<file path="config.mk">
export PLATFORM = sky130hd
export DESIGN_NAME = incr_pipe
export DESIGN_NICKNAME = d
export VERILOG_FILES = /design/src/rtl/incr_pkg.sv /design/src/rtl/incr_stage.sv /design/src/rtl/incr_pipe.sv
export SDC_FILE = /design/constraint.sdc
export NUM_CORES = 1
export LEC_CHECK = 0
export CAP_MARGIN = 10
export CORE_MARGIN = 2
export CORE_UTILIZATION = 41
export DETAILED_ROUTE_END_ITERATION = 10
export PLACE_DENSITY_LB_ADDON = 0.25
export SLEW_MARGIN = 20
export SYNTH_ARGS = -nofsm -noshare
export SYNTH_HDL_FRONTEND = slang
export SYNTH_SLANG_ARGS = --single-unit
</file>
<file path="constraint.sdc">
create_clock -name clk -period 6.71 [get_ports clk]
set_clock_uncertainty 0.15 [all_clocks]
set_input_delay 1.342 -clock clk [delete_from_list [all_inputs] [get_ports clk]]
set_output_delay 1.342 -clock clk [all_outputs]
set_load 0.01 [all_outputs]
</file>
<file path="src/rtl/incr_pkg.sv">
// Shared types and lane arithmetic for the incr_pipe incrementer.
//   incr_mode_e : wrap / saturate selector
//   incr_lane() : one lane add returning the WIDTH-bit result with the carry-out
//                 just above it
package incr_pkg;

  // Widest lane incr_lane() can handle; lanes narrower than this are zero-extended.
  localparam int unsigned INCR_MAX_W = 128;

  typedef enum logic {INCR_WRAP = 1'b0, INCR_SAT = 1'b1} incr_mode_e;

  // Add step to d in a w-bit lane (w <= INCR_MAX_W). Operands must arrive
  // zero-extended above bit w-1. The result has q in bits [w-1:0] and ovf in
  // bit w, so a (w+1)-bit cast of the return value yields {ovf, q}.
  function automatic logic [INCR_MAX_W:0] incr_lane(
    input logic [INCR_MAX_W-1:0] d,
    input logic [INCR_MAX_W-1:0] step,
    input incr_mode_e            mode,
    input int unsigned           w
  );
    logic [INCR_MAX_W:0]   sum;
    logic [INCR_MAX_W-1:0] mask;
    logic [INCR_MAX_W-1:0] q;
    logic                  ovf;
    sum  = {1'b0, d} + {1'b0, step};
    mask = ~({INCR_MAX_W{1'b1}} << w);
    // sum < 2^(w+1), so anything left after shifting out the lane is the carry
    ovf  = |(sum >> w);
    q    = (ovf && (mode == INCR_SAT)) ? mask : (sum[INCR_MAX_W-1:0] & mask);
    return (INCR_MAX_W+1)'(q) | ((INCR_MAX_W+1)'(ovf) << w);
  endfunction

endpackage

</file>
<file path="src/rtl/incr_stage.sv">
// One elastic valid/ready register stage.
//   up_valid/up_data : beat offered from upstream
//   dn_ready         : downstream takes this stage's beat this cycle
//   dn_valid/dn_data : registered beat held by this stage
module incr_stage #(
  parameter int unsigned PW = 8
) (
  input  logic          clk,
  input  logic          reset_l,
  input  logic          up_valid,
  input  logic [PW-1:0] up_data,
  input  logic          dn_ready,
  output logic          dn_valid,
  output logic [PW-1:0] dn_data
);

  logic          v_q, v_d;
  logic [PW-1:0] data_q, data_d;
  logic          load_c;

  // Load when empty or when the held beat leaves on this same edge.
  always_comb begin
    load_c = up_valid & (~v_q | dn_ready);
    v_d    = v_q;
    data_d = data_q;
    if (load_c) begin
      v_d    = 1'b1;
      data_d = up_data;
    end else if (dn_ready) begin
      v_d    = 1'b0;
    end
  end

  always_ff @(posedge clk or negedge reset_l) begin
    if (!reset_l) begin
      v_q    <= 1'b0;
      data_q <= '0;
    end else begin
      v_q    <= v_d;
      data_q <= data_d;
    end
  end

  assign dn_valid = v_q;
  assign dn_data  = data_q;

endmodule

</file>
<file path="src/rtl/incr_pipe.sv">
// Multi-lane registered incrementer with a STAGES-deep elastic pipeline.
//   in_valid/in_ready/in_data/in_step/sat_mode : input beat and its controls
//   out_valid/out_ready/out_data/out_ovf       : incremented beat, per-lane carry
//   txn_count                                  : accepted input beats (wraps)
module incr_pipe
  import incr_pkg::*;
#(
  parameter int unsigned WIDTH  = 40,
  parameter int unsigned LANES  = 3,
  parameter int unsigned STAGES = 2
) (
  input  logic                   clk,
  input  logic                   reset_l,
  input  logic                   in_valid,
  output logic                   in_ready,
  input  logic [LANES*WIDTH-1:0] in_data,
  input  logic [WIDTH-1:0]       in_step,
  input  logic                   sat_mode,
  output logic                   out_valid,
  input  logic                   out_ready,
  output logic [LANES*WIDTH-1:0] out_data,
  output logic [LANES-1:0]       out_ovf,
  output logic [31:0]            txn_count
);

  localparam int unsigned DW = LANES * WIDTH;
  localparam int unsigned PW = DW + LANES;

  // Index 0 is the pipeline input; index s+1 is the output of stage s.
  logic [STAGES:0] v_chain;
  logic [STAGES:0] rdy_c;
  logic [PW-1:0]   pl [STAGES+1];

  logic [DW-1:0]    sum_data_c;
  logic [LANES-1:0] sum_ovf_c;
  logic [WIDTH:0]   lane_c;
  logic             full_c;
  logic [31:0]      txn_q, txn_d;

  // Lane arithmetic feeding stage 0; step and mode travel with the beat.
  always_comb begin
    sum_data_c = '0;
    sum_ovf_c  = '0;
    lane_c     = '0;
    for (int unsigned l = 0; l < LANES; l++) begin
      lane_c = (WIDTH+1)'(incr_lane(INCR_MAX_W'(in_data[l*WIDTH +: WIDTH]),
                                    INCR_MAX_W'(in_step),
                                    incr_mode_e'(sat_mode), WIDTH));
      sum_data_c[l*WIDTH +: WIDTH] = lane_c[WIDTH-1:0];
      sum_ovf_c[l]                 = lane_c[WIDTH];
    end
  end

  assign v_chain[0] = in_valid;
  assign pl[0]      = {sum_ovf_c, sum_data_c};

  // Ready into stage s: output drains, or some stage from s onward has a hole.
  // Equivalent to the chained ~v | ready_next form, but built from the valids
  // directly so there is no combinational path through the chain itself.
  always_comb begin
    rdy_c         = '0;
    full_c        = 1'b1;
    rdy_c[STAGES] = out_ready;
    for (int s = int'(STAGES) - 1; s >= 0; s--) begin
      full_c   = full_c & v_chain[s+1];
      rdy_c[s] = out_ready | ~full_c;
    end
  end

  for (genvar s = 0; s < STAGES; s++) begin : g_stage
    incr_stage #(.PW(PW)) u_stage (
      .clk      (clk),
      .reset_l  (reset_l),
      .up_valid (v_chain[s]),
      .up_data  (pl[s]),
      .dn_ready (rdy_c[s+1]),
      .dn_valid (v_chain[s+1]),
      .dn_data  (pl[s+1])
    );
  end

  assign in_ready = rdy_c[0];

  // Accepted-beat counter; wraps naturally at 32 bits.
  always_comb begin
    txn_d = txn_q;
    if (in_valid && rdy_c[0]) txn_d = txn_q + 32'd1;
  end

  always_ff @(posedge clk or negedge reset_l) begin
    if (!reset_l) txn_q <= '0;
    else          txn_q <= txn_d;
  end

  assign txn_count = txn_q;
  assign out_valid = v_chain[STAGES];
  assign out_data  = pl[STAGES][DW-1:0];
  assign out_ovf   = pl[STAGES][PW-1:DW];

endmodule

</file>
==> impl_metrics.ini, run 1 <==
[pwr]
cellPowerDensity_nw_per_um2 = 303.3
power.total_mw = 6.512
leakagePower_nw = 8.925
ir_worst_vdd_mv = 0.2214

[route]
drt_iter0_markers = 791
ant_nets = 0
via_count = 13750
drc = 0
drt_pass1_iterations = 5
wirelength_um = 49850
viasPerCell = 5.557
post_drt_wl_per_cell_um = 20.15

[yosys]
synth_flop_cell = dfrtp_1
ys_async_sr_fraction = 1.000
synth_seq_cells = 280
synth_nets = 1920
synth_edf_count = 0
synth-seq-area-share = 0.4219
netlist_area_um2 = 16610
synth_area_per_cell_um2 = 10.18
netlist_instances = 1631
ys_warn_count = 0
synth_cell_type_count = 72

[clock_network]
cts_max_level = 2
post_cts_buffers = 0
cts_made_buffers = 34
clock_latency_ns = 0.53
clk_pin_slew_worst_paths_ns = 0.05
cts_max_path_buffers = 3
cts_hold_buffers = 0
cts_num_sinks = 280
tritoncts = built
post_cts_resized = 0
cts_root_buf = clkbuf_16

[floorplanning]
initial_core_util = 0.4171
design.die.area_um2 = 42130
die_w_um = 205.3
rows = 73
die_h_um = 205.3
core_um2 = 39820
num_io_pins = 322

[sta]
min_period_ns = 4.864
fmax_mhz = 205.6
final-setup-viol-count = 0
maxSlewViolCount = 0
worst_pin_slew_ns = 0.8430
slew_headroom = 0.4380
setup_tns_ns = 0
finalHoldViolations = 0
rsz0062_at_grt = no
min_period_over_period = 0.7250

[global_routing]
grt_max_degree = 138
antenna_found_initial = 5
grt_pass1_vias = 13710
grt_overflow = 0
grt_use_total = 0.2350
grt_pass1_wl_um = 76640

[placed_design]
port_buffers = 321
gp_routability_congestion = 0.9489
hpwl_um = 38680
placed_cell_area_um2 = 20300

[critical_path]
crit_fanout = 12
cp_slowest_cell = clkdlybuf4s50_1
crit_top_cell = nand2_1
cp_cell_sequence = clkdlybuf4s50_1, ha_1, fa_1, a211oi_1, o21bai_1, o221ai_1, o211ai_1, a221oi_1, o21ai_1, nand2_1, nand2_1, o22a_1
required_ns = 6.95
cp_slowest_stage_delay_ns = 0.48
r2r_slack_ns = 3.65
crit_path_end_kind = flip-flop
cp.arrival_ns = 5.10
startpoint_type = input port
crit_type = input port to flip-flop

[final_layout]
drive_gt1_frac = 0.1089
design_area_um2 = 21470
fin_nets = 2217
n_fill_cell = 3587
area_growth_pct = 29.29

[worst_hold_path]
hold_class = flip-flop to flip-flop

[flow_run]
max-cap-violations = 0

[outcome]
outcome = complete, no violations
-- layer usage --
| metal | track usage | share of wire |
|---|---|---|
| met5 | 0 | 0.00080 |
| met4 | 0.07400 | 0.029 |
| met3 | 0.04831 | 0.062 |
| met2 | 0.3764 | 0.46 |
| met1 | 0.3193 | 0.45 |
-- kinds of logic (layout without fill, tap and decap cells) --
logic type	after synthesis	in the layout	share of synthesized area
AOI/OAI and AO/OA	495	495	0.2005
and+or+nand+nor	368	368	0.1023
DFF	280	280	0.4219
xor gates and xnor gates	137	137	0.07225
adders and majority gates	124	124	0.09477
muxes	124	124	0.08400
buffers and inverters	103	419	0.02426
other	0	2	0
-- sequential cells by signal, indices dropped and copies added (netlist names) --
signal                    cells
g_stage.u_stage.dn_data     246
txn_count                    32
g_stage.u_stage.dn_valid      2
-- stage by stage --
stage,hold WS [ns],util,cells,worst slack (ns)
2_1_floorplan,0.2848,-,1631,2.646
3_3_place_gp,0.2974,0.5099,2417,1.546
3_5_place_dp,0.3079,0.5099,2417,1.408
4_1_cts,0.3192,0.5391,2472,1.910
5_1_grt,0.3359,0.5392,2474,1.665
6_report,0.3113,0.5392,2474,1.846
-- layout make-up --
class / instances / area (um2) / area share
inverter: 34 / 127.6 / 0.005943
tap: 525 / 656.9 / 0.03059
multi-input combinational: 1248 / 9215 / 0.4291
timing repair buffer: 330 / 3298 / 0.1536
antenna: 2 / 5.005 / 0.0002331
clock buffer: 45 / 975.9 / 0.04545
sequential: 280 / 7007 / 0.3263
clock inverter: 10 / 187.7 / 0.008740
-- synthesized netlist by cell type (all sizes together) (6+ instances only) --
library cell,count,area share
nor4,7,0.0026
nor3,16,0.0048
inv,34,0.0077
a21o,45,0.020
a21oi,159,0.048
nand2b,14,0.0053
and3,15,0.0057
a211oi,20,0.0099
nor2b,6,0.0023
ha,121,0.091
nor2,124,0.028
nand3b,6,0.0027
dfrtp,280,0.42
o211ai,19,0.0089
xnor2,73,0.038
o21a,12,0.0054
o21bai,15,0.0068
a21boi,6,0.0027
o21ai,65,0.020
nand2,106,0.024
mux2,123,0.083
o22a,54,0.028
and2,7,0.0026
and4,7,0.0037
clkbuf,51,0.012
xor2,64,0.034
o31ai,6,0.0027
a211o,6,0.0032
a31oi,43,0.017
nand4,20,0.0075
nand3,29,0.0087
buf,18,0.0050
-- report_power, final --
part | switching (mW) | total, mW | leakage (nW) | internal (mW)
registers | 0.279 | 2.43 | 3.15 | 2.15
clock network | 0.715 | 1.93 | 0.561 | 1.21
logic | 0.988 | 2.15 | 5.21 | 1.16
total | 1.98 | 6.51 | 8.92 | 4.53
-- cell usage in the layout (no fill, tap or decap), types with 7 or more instances in the layout --
cell,count
xnor2_1,73
ha_1,121
mux2_2,123
xor2_1,64
nand3_1,29
nand2b_1,14
clkbuf_16,37
nor4_1,7
and4_1,7
nor3_1,16
o21ai_0,62
a21o_1,45
buf_4,8
nand2_1,105
dfrtp_1,280
and3_1,15
a211oi_1,17
clkdlybuf4s50_1,320
o21bai_1,15
o22a_1,54
a31oi_1,42
nand4_1,20
inv_1,34
o211ai_1,18
o21a_1,12
nor2_1,123
a21oi_1,158
-- worst max-delay path, delay by kind of cell --
family | cells | cell delay, ns
compound gates | 7 | 1.98
fa+ha+maj | 2 | 0.69
buf+inv | 1 | 0.48
simple gates | 2 | 0.61
-- path summary, 6_finish.rpt --
check                                                 start                        endpoint  cells after the start
worst min-delay path                          txn_count[31]                   txn_count[31]                      1
worst max register to register  g_stage[0].u_stage.dn_valid  g_stage[0].u_stage.dn_data[79]                      8
min in group asynchronous                           reset_l   g_stage[1].u_stage.dn_data[1]                      1
max in group asynchronous                           reset_l  g_stage[1].u_stage.dn_data[72]                      2
worst max-delay path                             in_step[0]  g_stage[0].u_stage.dn_data[37]                     12
worst min register to register                txn_count[31]                   txn_count[31]                      1
(Power assumes the default switching activity.)
==> run 2, diff against run 1 <==
==> constraint.sdc (replaced) <==
create_clock -name clk -period 4.9 [get_ports clk]
set_clock_uncertainty 0.15 [all_clocks]
set_input_delay 0.98 -clock clk [delete_from_list [all_inputs] [get_ports clk]]
set_output_delay 0.98 -clock clk [all_outputs]
set_load 0.01 [all_outputs]
==> run 2 against run 1 <==
Cell count rose by 0.81%. Via count increased by 0.41%. Sequential power increased by 38%. Non-clock buffer count grew 11. Critical path type unchanged. Critical endpoint is now g_stage[0].u_stage.dn_data[84].
==> impl_metrics.ini, run 2 (synthesis results as in run 1) <==
[outcome]
outcome = complete, no violations

[critical_path]
crit_top_cell = a21oi_1
cp.arrival_ns = 4.53
crit_path_end_kind = flip-flop
cp_num_cells = 13
ff2ff_path_depth = 9
cp_slowest_cell = clkdlybuf4s50_1
crit_fanout = 26
startpoint_type = input port
cp_cell_sequence = clkdlybuf4s50_1, ha_1, fa_1, a21oi_1, o21ai_0, a221oi_2, o211ai_1, a21boi_1, o31a_1, nand3_1, o21ai_2, buf_12, a21oi_1
startpoint = in_step[0]
cp_slowest_stage_delay_ns = 0.48
timing.rr.end = txn_count[31]
r2r-start = g_stage[0].u_stage.dn_valid
worst-path-buf-inv = 2
crit_family = compound AO/OA/AOI/OAI gates
crit_end = g_stage[0].u_stage.dn_data[84]
crit_type = input port to flip-flop
r2r_slack_ns = 1.94
required_ns = 5.16

[route]
ant_nets = 0
wirelength_um = 49970
drt_iter0_markers = 827
via_count = 13810
post_drt_wl_per_cell_um = 20.04
drt_pass1_iterations = 5
drc = 0
viasPerCell = 5.535

[sta]
slew_headroom = 0.4145
worst_pin_slew_ns = 0.8782
hold_ws_ns = 0.3150
fmax_mhz = 234.2
finalHoldViolations = 0
final-setup-viol-count = 0
rsz0062_at_grt = no
maxSlewViolCount = 0
finalWorstSetupSlack_ns = 0.6309
min_period_over_period = 0.8712
min_period_ns = 4.269
setup_tns_ns = 0

[clock_network]
tritoncts = built
post_cts_resized = 0
cts_made_buffers = 34
cts_hold_buffers = 0
clock_latency_ns = 0.53
post_cts_buffers = 0
clk_pin_slew_worst_paths_ns = 0.06
cts_num_sinks = 280
cts_max_level = 2
cts_max_path_buffers = 3
cts_root_buf = clkbuf_16

[floorplanning]
rows = 73
design.die.area_um2 = 42130
die_w_um = 205.3
die_h_um = 205.3
num_io_pins = 322
core_um2 = 39820
initial_core_util = 0.4171

[global_routing]
antenna_found_initial = 6
grt_max_degree = 112
grt_overflow = 0
grt_use_total = 0.2364
grt_pass1_wl_um = 77230
grt_pass1_vias = 13940

[placed_design]
port_buffers = 321
hpwl_um = 39170
pre_cts_ws_ns = 0.1174
gp_routability_congestion = 0.9512

[pwr]
p_sw_mw = 2.751
ir_worst_vdd_mv = 0.2616
pwr-share-clk = 0.301
switching_share = 0.3045
leakagePower_nw = 9.027
combPwrFrac = 0.328
cellPowerDensity_nw_per_um2 = 416.9
p_int_mw = 6.282
p_seq_frac = 0.371

[final_layout]
drive_gt1_frac = 0.1176
area_growth_pct = 30.47
fin_nets = 2228
n_fill_cell = 3591
largest_register_ffs = 246
layout_commonest_cell = clkdlybuf4s50_1
final_cell_mix = clkdlybuf4s50_1 (320), dfrtp_1 (280), a21oi_1 (158)

[flow_run]
max-cap-violations = 0

[worst_hold_path]
hold_class = flip-flop to flip-flop
-- run 2: area by class of cell --
class / instances / area [um2] / area share
Tap cell: 525 / 656.9 / 0.03032
Inverter: 34 / 127.6 / 0.005890
Sequential cell: 280 / 7007 / 0.3234
Clock inverter: 16 / 245.2 / 0.01132
Timing Repair Buffer: 341 / 3431 / 0.1583
Clock buffer: 45 / 973.4 / 0.04492
Multi-Input combinational cell: 1248 / 9215 / 0.4253
Antenna cell: 5 / 12.51 / 0.0005774
-- run 2: how the worst min path moves through the flow --
stage	from	to	slack [ns]	depth (start not counted)
final	txn_count[31]	txn_count[31]	0.32	1
after detailed placement	txn_count[31]	txn_count[31]	0.31	1
after CTS	txn_count[31]	txn_count[31]	0.32	1
after global placement	txn_count[31]	txn_count[31]	0.31	1
after global routing	txn_count[31]	txn_count[31]	0.34	1
after floorplan	g_stage[0].u_stage.dn_data[17]	g_stage[0].u_stage.dn_data[17]	0.28	2
-- run 2: power groups by stage --
stage	combinational, mW	sequential, mW	clock, mW
after CTS	2.98	3.36	2.78
after detailed placement	2.96	3.39	0
after global placement	2.93	3.37	0
after floorplan	1.39	3.45	0
after global routing	3.21	3.44	2.88
final	2.96	3.35	2.72
-- run 2: per-layer routing --
metal / GRT usage / vias up / wire length [um]
met3: 0.04577 / 89 / 2914
li1: - / 6636 / -
met5: 0 / - / 13
met1: 0.3187 / 6667 / 22640
met4: 0.08402 / 2 / 1469
met2: 0.3795 / 411 / 22930
-- run 2: metrics by stage --
step | util | cells | instance area [um2] | total power, mW
2_1_floorplan | - | 1631 | 16610 | 4.846
3_3_place_gp | 0.5132 | 2428 | 20440 | 6.302
3_5_place_dp | 0.5132 | 2428 | 20440 | 6.350
4_1_cts | 0.5438 | 2489 | 21660 | 9.128
5_1_grt | 0.5441 | 2494 | 21670 | 9.530
6_report | 0.5441 | 2494 | 21670 | 9.033
==> run 3, diff against run 2 <==
==> constraint.sdc (replaced) <==
create_clock -name clk -period 4.21 [get_ports clk]
set_clock_uncertainty 0.15 [all_clocks]
set_input_delay 0.842 -clock clk [delete_from_list [all_inputs] [get_ports clk]]
set_output_delay 0.842 -clock clk [all_outputs]
set_load 0.01 [all_outputs]
==> run 3 against run 2 <==
Power increased by 16%. Sequential share of layout area decreased by 0.66 points. Die area unchanged. Final area increased by 2.1%. Clock power increased by 12%. Hold slack got worse by 0.15 ns. Sequential cell count unchanged. Critical endpoint is now g_stage[0].u_stage.dn_data[114]. Largest cell class unchanged.
==> impl_metrics.ini, run 3 (synthesis results as in run 1) <==
[global_routing]
grt_max_degree = 155
grt_pass1_wl_um = 78120
grt_use_total = 0.2389
grt_pass1_vias = 14010
grt_overflow = 0
antenna_found_initial = 5

[critical_path]
crit_top_cell = o21ai_0
crit_path_end_kind = flip-flop
startpoint_type = input port
cp_slowest_stage_delay_ns = 0.48
cp_cell_sequence = clkdlybuf4s50_1, ha_1, fa_1, a21oi_1, o21ai_0, a221oi_2, o211ai_1, a21boi_1, buf_4, o21ai_0, nand4_1, o41ai_1, o32a_1
cp_slowest_cell = clkdlybuf4s50_1
crit_fanout = 4
crit_type = input port to flip-flop
required_ns = 4.48
cp.arrival_ns = 4.09

[clock_network]
tritoncts = built
cts_num_sinks = 280
cts_max_level = 2
clock_latency_ns = 0.53
cts_root_buf = clkbuf_16
cts_made_buffers = 34
clk_pin_slew_worst_paths_ns = 0.06
cts_max_path_buffers = 3
post_cts_buffers = 0
cts_hold_buffers = 0
post_cts_resized = 0

[pwr]
cellPowerDensity_nw_per_um2 = 473.6
p_int_mw = 7.275
leakagePower_nw = 9.326
pwr-share-clk = 0.290
power.total_mw = 10.48
combPwrFrac = 0.339
p_seq_frac = 0.371
ir_worst_vdd_mv = 0.3084
p_sw_mw = 3.201
switching_share = 0.3055

[final_layout]
area_growth_pct = 33.17
multi_input_area_um2 = 9215
drive_gt1_frac = 0.1426
layout_commonest_cell = clkdlybuf4s50_1
largest_register_ffs = 246
seqCellArea_um2 = 7007
n_fill_cell = 3581
fin_nets = 2290
final_cell_mix = clkdlybuf4s50_1 (320), dfrtp_1 (280), a21oi_1 (158)

[placed_design]
gp_routability_congestion = 0.9579
port_buffers = 321
hpwl_um = 39190

[route]
ant_nets = 0
via_count = 13940
drt_pass1_iterations = 7
viasPerCell = 5.453
post_drt_wl_per_cell_um = 19.67
drt_iter0_markers = 735
wirelength_um = 50280
drc = 0

[sta]
final-setup-viol-count = 0
min_period_ns = 3.825
worst_pin_slew_ns = 0.6998
setup_tns_ns = 0
slew_headroom = 0.5335
min_period_over_period = 0.9085
fmax_mhz = 261.4
maxSlewViolCount = 0
finalHoldViolations = 0
rsz0062_at_grt = no

[floorplanning]
die_h_um = 205.3
core_um2 = 39820
num_io_pins = 322
rows = 73
design.die.area_um2 = 42130
die_w_um = 205.3
initial_core_util = 0.4171

[flow_run]
max-cap-violations = 0

[outcome]
outcome = complete, no violations

[worst_hold_path]
hold_class = input port to async pin
## run 3: cell types whose count changed in the layout (fill, tap and decap cells not counted), moves of 2 or more
cell,delta
clkbuf_16,+2
clkbuf_1,+5
clkinvlp_4,-3
bufinv_16,-3
buf_12,+3
buf_4,+59
clkinv_2,+2
## run 3: layer usage
layer / track usage / vias up / part of all wire
met5: 0 / - / 0.00024
met4: 0.07554 / 2 / 0.025
met3: 0.04799 / 70 / 0.064
met2: 0.3798 / 401 / 0.45
met1: 0.3274 / 6696 / 0.46
li1: - / 6768 / -
## run 3: critical path, delay by kind of cell
family,cells,cell delay (ns)
adders and majority gates,2,0.65
buffers and inverters,2,0.63
and+or+nand+nor,1,0.17
AOI/OAI and AO/OA,8,1.81
## run 3: final timing paths
kind | slack (ns) | start | end | cells past startpoint
min | 0.17 | reset_l | g_stage[1].u_stage.dn_data[1] | 1
min reg2reg | 0.32 | txn_count[31] | txn_count[31] | 1
max reg2reg | 1.60 | g_stage[0].u_stage.dn_valid | txn_count[31] | 9
max | 0.39 | in_step[0] | g_stage[0].u_stage.dn_data[114] | 13
min in group clk | 0.32 | txn_count[31] | txn_count[31] | 1
max in group asynchronous | 2.71 | reset_l | g_stage[1].u_stage.dn_data[17] | 2
## run 3: power groups by stage
stage | Clock [mW] | Sequential (mW) | Combinational (mW)
floorplan | 0 | 4.02 | 1.62
detailed placement | 0 | 3.93 | 3.54
global route | 3.24 | 3.98 | 3.85
finish | 3.04 | 3.89 | 3.55
CTS | 3.12 | 3.89 | 3.57
global placement | 0 | 3.91 | 3.51
## run 3: area by class of cell
type,instances,share of cell area
inverters,34,0.005770
well taps,525,0.02970
repair buffers,403,0.1779
flip-flops and latches,280,0.3168
multi-input cells,1248,0.4166
clock inverters,10,0.005657
diodes,4,0.0004526
clock buffers,52,0.04712
## run 3: stage by stage
step,utilization,hold WS [ns],instances,instance area [um2],setup slack (ns)
5_1_grt,0.5553,0.2131,2555,22120,0.1392
2_1_floorplan,-,0.2848,1631,16610,0.6464
6_report,0.5554,0.1687,2556,22120,0.3850
3_3_place_gp,0.5258,0.3003,2490,20940,-0.08660
4_1_cts,0.5551,0.1716,2552,22110,0.4216
3_5_place_dp,0.5258,0.3105,2490,20940,-0.1281
